===== src/rtl/instr_fetch_unit_pkg.sv =====
// Shared encodings for the fetch unit and the multicycle control FSM:
// opcode/funct values, fetch state codes and the branch offset helper.
package instr_fetch_unit_pkg;

  localparam logic [5:0] OP_RTYPE = 6'h00;
  localparam logic [5:0] OP_J     = 6'h02;
  localparam logic [5:0] OP_JAL   = 6'h03;
  localparam logic [5:0] OP_BEQ   = 6'h04;
  localparam logic [5:0] OP_BNE   = 6'h05;
  localparam logic [5:0] OP_ADDI  = 6'h08;
  localparam logic [5:0] OP_XORI  = 6'h0E;
  localparam logic [5:0] OP_LW    = 6'h23;
  localparam logic [5:0] OP_SW    = 6'h2B;

  localparam logic [5:0] FN_JR    = 6'h08;
  localparam logic [5:0] FN_ADD   = 6'h20;
  localparam logic [5:0] FN_SUB   = 6'h22;
  localparam logic [5:0] FN_SLT   = 6'h2A;

  localparam logic [1:0] FS_IDLE  = 2'd0;
  localparam logic [1:0] FS_REQ   = 2'd1;
  localparam logic [1:0] FS_WAIT  = 2'd2;
  localparam logic [1:0] FS_ERR   = 2'd3;

  // Branch displacement in bytes: sign-extended word offset.
  function automatic logic [31:0] branch_offset(input logic [15:0] imm);
    return {{14{imm[15]}}, imm, 2'b00};
  endfunction

endpackage


===== src/rtl/instr_fetch_unit_next_pc.sv =====
// Combinational next-PC select: JR, J/JAL, taken BEQ/BNE, else sequential.
module next_pc_calc
  import instr_fetch_unit_pkg::*;
(
  input  logic [31:0] pc_plus4,
  input  logic [31:0] ir,
  input  logic        jump,
  input  logic        beq,
  input  logic        bne,
  input  logic        zero,
  input  logic [31:0] rs_val,
  output logic [31:0] next_pc
);

  logic take_branch;

  assign take_branch = (beq && zero) || (bne && !zero);

  // NOTE: next_pc gets a default before any branch of the if-chain, so no latch is inferred.
  always_comb begin
    next_pc = pc_plus4;
    if (jump && ir[31:26] == OP_RTYPE) begin
      next_pc = rs_val & ~32'h3;
    end else if (jump) begin
      next_pc = {pc_plus4[31:28], ir[25:0], 2'b00};
    end else if (take_branch) begin
      next_pc = pc_plus4 + branch_offset(ir[15:0]);
    end
  end

endmodule


===== src/rtl/instr_fetch_unit.sv =====
// Instruction fetch unit: owns PC and IR, runs the imem req/gnt/rvalid
// handshake with a timeout, decodes IR fields and commits next-PC on pc_en.
module instr_fetch_unit
  import instr_fetch_unit_pkg::*;
#(
  parameter logic [31:0] RESET_PC = 32'h0000_0000,
  parameter int          TIMEOUT  = 16
) (
  input  logic        clk,
  input  logic        rst_n,
  input  logic        fetch_req,
  input  logic        pc_en,
  input  logic        jump,
  input  logic        beq,
  input  logic        bne,
  input  logic        zero,
  input  logic [31:0] rs_val,
  output logic        imem_req,
  output logic [31:0] imem_addr,
  input  logic        imem_gnt,
  input  logic        imem_rvalid,
  input  logic [31:0] imem_rdata,
  output logic        busy,
  output logic        instr_valid,
  output logic        fetch_err,
  output logic [31:0] pc,
  output logic [31:0] pc_plus4,
  output logic [5:0]  opcode,
  output logic [5:0]  funct,
  output logic [4:0]  rs,
  output logic [4:0]  rt,
  output logic [4:0]  rd,
  output logic [15:0] imm16
);

  localparam logic [7:0] TIMER_LAST = 8'(TIMEOUT - 1);

  logic [1:0]  state;
  logic [31:0] fetch_pc;
  logic [31:0] ir;
  logic [31:0] next_pc;
  logic [7:0]  timer;
  logic        rearm_wait;
  logic        start_fetch;
  logic        accept_data;
  logic        timed_out;
  logic        pc_update;

  assign start_fetch = (state == FS_IDLE) && fetch_req && !fetch_err && !rearm_wait;
  assign accept_data = imem_rvalid && ((state == FS_WAIT) || (state == FS_REQ && imem_gnt));
  assign timed_out   = (timer == TIMER_LAST);
  assign pc_update   = pc_en && (busy || instr_valid);

  assign imem_req  = (state == FS_REQ);
  assign imem_addr = fetch_pc;

  assign opcode = ir[31:26];
  assign rs     = ir[25:21];
  assign rt     = ir[20:16];
  assign rd     = ir[15:11];
  assign imm16  = ir[15:0];
  assign funct  = ir[5:0];

  next_pc_calc u_next_pc (
    .pc_plus4 (pc_plus4),
    .ir       (ir),
    .jump     (jump),
    .beq      (beq),
    .bne      (bne),
    .zero     (zero),
    .rs_val   (rs_val),
    .next_pc  (next_pc)
  );

  // NOTE: all state below uses non-blocking assignments so every register samples pre-edge values.
  always_ff @(posedge clk or negedge rst_n) begin
    if (!rst_n) begin
      state       <= FS_IDLE;
      fetch_pc    <= '0;
      ir          <= '0;
      pc_plus4    <= RESET_PC + 32'd4;
      busy        <= 1'b0;
      instr_valid <= 1'b0;
      fetch_err   <= 1'b0;
      timer       <= '0;
      rearm_wait  <= 1'b0;
    end else begin
      if (rearm_wait && !fetch_req) begin
        rearm_wait <= 1'b0;
      end

      // A completing handshake wins over a timeout expiring in the same cycle.
      if (accept_data) begin
        ir          <= imem_rdata;
        pc_plus4    <= fetch_pc + 32'd4;
        instr_valid <= 1'b1;
        busy        <= 1'b0;
        rearm_wait  <= 1'b1;
        state       <= FS_IDLE;
      end else begin
        case (state)
          FS_IDLE: begin
            if (start_fetch) begin
              state       <= FS_REQ;
              fetch_pc    <= pc;
              instr_valid <= 1'b0;
              busy        <= 1'b1;
              timer       <= '0;
            end
          end
          FS_REQ, FS_WAIT: begin
            if (state == FS_REQ && imem_gnt) begin
              state <= FS_WAIT;
              timer <= '0;
            end else if (timed_out) begin
              state     <= FS_ERR;
              fetch_err <= 1'b1;
              busy      <= 1'b0;
            end else begin
              timer <= timer + 8'd1;
            end
          end
          // ERR is terminal until reset.
          default: ;
        endcase
      end
    end
  end

  always_ff @(posedge clk or negedge rst_n) begin
    if (!rst_n) begin
      pc <= RESET_PC;
    end else if (pc_update) begin
      pc <= next_pc;
    end
  end

endmodule

===== config.mk =====
export PLATFORM = sky130hd
export DESIGN_NAME = instr_fetch_unit
export DESIGN_NICKNAME = d
export VERILOG_FILES = /design/src/rtl/instr_fetch_unit_pkg.sv /design/src/rtl/instr_fetch_unit_next_pc.sv /design/src/rtl/instr_fetch_unit.sv
export SDC_FILE = /design/constraint.sdc
export NUM_CORES = 1
export LEC_CHECK = 0
export CORE_AREA = 2 2 158 160
export CTS_CLUSTER_SIZE = 24
export DETAILED_ROUTE_END_ITERATION = 12
export DIE_AREA = 0 0 160 162
export HOLD_SLACK_MARGIN = 0.03
export SLEW_MARGIN = 20
export SYNTH_ARGS = -nofsm -noshare
export SYNTH_HDL_FRONTEND = slang
export SYNTH_SLANG_ARGS = --single-unit

===== constraint.sdc =====
create_clock -name clk -period 4.7 [get_ports clk]
set_input_delay 0.705 -clock clk [delete_from_list [all_inputs] [get_ports clk]]
set_output_delay 0.705 -clock clk [all_outputs]
set_load 0.02 [all_outputs]

==> results.py <==
metrics = {
    "synth": {
        "syn_area_per_cell_um2": 8.59,
        "synth_fa_ha_area_share_pct": 5.47,
        "synth.distinct_cells": 60,
        "synth_xor_area_share_pct": 5.85,
        "synth_area_leader_cell": "dfrtp_1",
        "netlist.area_leader.share_pct": 42.1,
        "muxShareOfSynthArea_pct": 4.91,
        "synth-main-ff-cell": "dfrtp_1",
        "ys_top_cells_by_count": "nand2_1 (260), dfrtp_1 (141), o21ai_0 (81), a21oi_1 (59), clkbuf_1 (46)",
        "syn_area_um2": 8380,
        "async_flop_share_pct": 100,
        "yosysWarnings": 0,
        "seq_area_frac_synth_pct": 42.4,
        "synth-compound-area-share_pct": 17.1,
        "yosysMostFrequentCell": "nand2_1",
        "synth-simple-area-share_pct": 20.5,
        "synth-edff-count": 0,
        "synth_cells": 975,
        "syn_nets": 1085,
        "synth_top_family_by_area": "simple AND/OR/NAND/NOR gates",
        "synth_seq_cells": 142,
        "synth.area.top_cells": "dfrtp_1 (42%), nand2_1 (12%), ha_1 (5.2%)",
    },
    "worst_setup_path": {
        "crit_fanout": 6,
        "reg2regPathDepth": 11,
        "endpoint_kind": "register",
        "cp.arrival_ps": 3620,
        "required_ps": 4990,
        "start_kind": "register",
        "crit_type": "register to register",
    },
    "sta": {
        "hold_viol": 0,
        "tightest_slew_ps": 987,
        "hold-worst-slack_ps": 231,
        "min_period_ps": 3330,
        "maxSlewViolCount": 0,
        "setup_violations": 0,
        "rsz0062_at_grt": "false",
        "finalClockSkew_ps": 12.2,
        "clock.fmax_ghz": 0.300,
        "max_slew_margin_pct": 34.2,
        "fin_tns_setup_ps": 0,
        "fin_crit_sh_pct": 71.0,
    },
    "clock_tree": {
        "cts_resized": 0,
        "numCtsBuffers": 17,
        "clk_pin_slew_worst_paths_ps": 60,
        "root_buffer": "clkbuf_16",
        "ctsHoldBuffers": 0,
        "clock-sinks": 142,
        "tritoncts": "done",
        "cts-htree-levels": 4,
        "cts_setup_buffers": 0,
        "insertion_delay_ps": 430,
        "cts_max_path_buffers": 2,
    },
    "global_route": {
        "overflow": 0,
        "grt_pass1_wl_um": 42300,
        "busiest_layer": "met2",
        "grtUsageMet1_pct": 28.8,
        "grt_pass1_vias": 7354,
        "grt_use_total_pct": 21.1,
        "grt_use_met3_pct": 4.49,
        "gr-usage-met2_pct": 33.9,
        "antenna_found_initial": 1,
        "grt_max_degree": 98,
    },
    "layout": {
        "fin_cells": 1499,
        "fillers": 2396,
        "drive_above_1_share_pct": 8.01,
        "syn_to_final_growth_pct": 36.5,
        "final_nets": 1271,
    },
    "detailed_routing": {
        "drc": 0,
        "drt_iter0_drc": 410,
        "num_vias": 7705,
        "drtPass1Iterations": 5,
        "totalWireLength_um": 27100,
        "ant_nets": 0,
        "via_per_inst": 5.14,
        "detail_route.wl_per_cell_um": 18.1,
    },
    "power": {
        "leakage_uw": 0.00507,
        "ir_worst_vdd_mv": 0.324,
        "cellPowerDensity_nw_per_um2": 758,
    },
    "die": {
        "fp.dieH_um": 162,
        "die_w_um": 160,
        "core_region_area_um2": 24100,
        "rows": 57,
        "start_util_pct": 34.8,
        "dieArea_um2": 25900,
        "ioPinCount": 217,
    },
    "worst_hold_path": {
        "hp-class": "input pin to async pin",
    },
    "placed_design": {
        "portBuffers": 214,
        "place_congestion": 0.881,
        "dp_cells": 1466,
        "dp_hpwl_um": 19600,
    },
    "job": {
        "maxCapViolations": 0,
    },
    "outcome": {
        "outcome": "finished, final reports clean",
    },
}
final cells by class:
cell class                      count  area (µm²)  share of cell area [%]
Clock buffer                       18         429                    3.75
Inverter                           11        41.3                   0.361
Tap cell                          324         405                    3.55
Timing Repair Buffer              227        2250                    19.7
Sequential cell                   142        3550                    31.1
Antenna cell                        1        2.50                  0.0219
Multi-Input combinational cell    762        4560                    39.9
Clock inverter                     14         190                    1.66
final timing paths:
path	start	to	slack (ps)
max	ir[0]	pc[26]	1370
min	rst_n	ir[5]	230
max reg2reg	ir[0]	pc[26]	1370
min reg2reg	rearm_wait	rearm_wait	480
max in group asynchronous	rst_n	pc[23]	3370
min in group clk	rearm_wait	rearm_wait	480
layout by cell type (no fill, tap or decap), types with 3 or more instances in the layout:
master	netlist	layout
clkinv_2	0	4
and2_1	3	3
clkbuf_16	0	17
o21bai_1	4	4
inv_1	11	11
o211a_1	4	4
bufinv_16	0	4
ha_1	35	35
nor2_1	45	44
clkdlybuf4s50_1	0	213
nor2b_1	7	7
nand3_1	31	31
a221o_1	8	8
mux2_2	33	33
a211oi_1	3	3
nand4_1	7	7
a31oi_1	13	13
xnor2_1	24	24
o211ai_1	9	9
and4_1	5	5
a21oi_1	59	59
or2_2	3	3
mux2i_1	4	3
or3_1	5	5
dfrtp_1	141	141
a21o_1	19	19
xor2_1	32	32
and3_1	17	17
nor3_1	11	11
nand2_1	260	260
o21ai_0	81	81
o22ai_1	4	4
buf_4	11	12
sequential cells by signal, summed over array words and instances, names as in the netlist:
name         flops
timer            8
ir              32
instr_valid      1
fetch_err        1
state            2
pc              32
busy             1
imem_addr       32
rearm_wait       1
pc_plus4        32
routing by layer:
metal | wire (µm) | share of wire [%]
met5 | 0 | 0
met3 | 1590 | 5.9
met1 | 12700 | 47
met4 | 425 | 1.6
met2 | 12400 | 46
worst max-delay path, cell delays in order (launching register included):
cell	delay, ps
dfrtp_1	420
ha_1	230
fa_1	420
a21oi_1	210
a2bb2oi_1	280
a2bb2oi_1	170
a31o_2	300
a221o_1	430
nand2_1	110
nor4_1	40
o41ai_1	450
o21ai_0	120
report_power, final:
group          switching, µW  leakage, µW  internal (µW)
logic                   2650      0.00297           2160
clock network            560     0.000300            889
registers                670      0.00180           1750
total                   3880      0.00507           4790
per-stage QoR:
stage	setup slack (ps)	util, %	cell area (µm²)	total power [µW]
3_3_place_gp	1420	44.9	10800	7190
6_report	1370	47.4	11400	8670
2_1_floorplan	1850	-	8380	5280
3_5_place_dp	1410	44.9	10800	7240
4_1_cts	1400	47.4	11400	8720
5_1_grt	1120	47.4	11400	9290
cell families (layout without fill, tap and decap cells):
family	Yosys count	count (layout)
fa+ha+maj	36	36
mux	37	37
flops	142	142
buf+inv	71	270
simple gates	401	401
compound gates	232	232
xor+xnor	56	56
other cells	0	1
No activity file was read; power rests on OpenSTA's default activity.
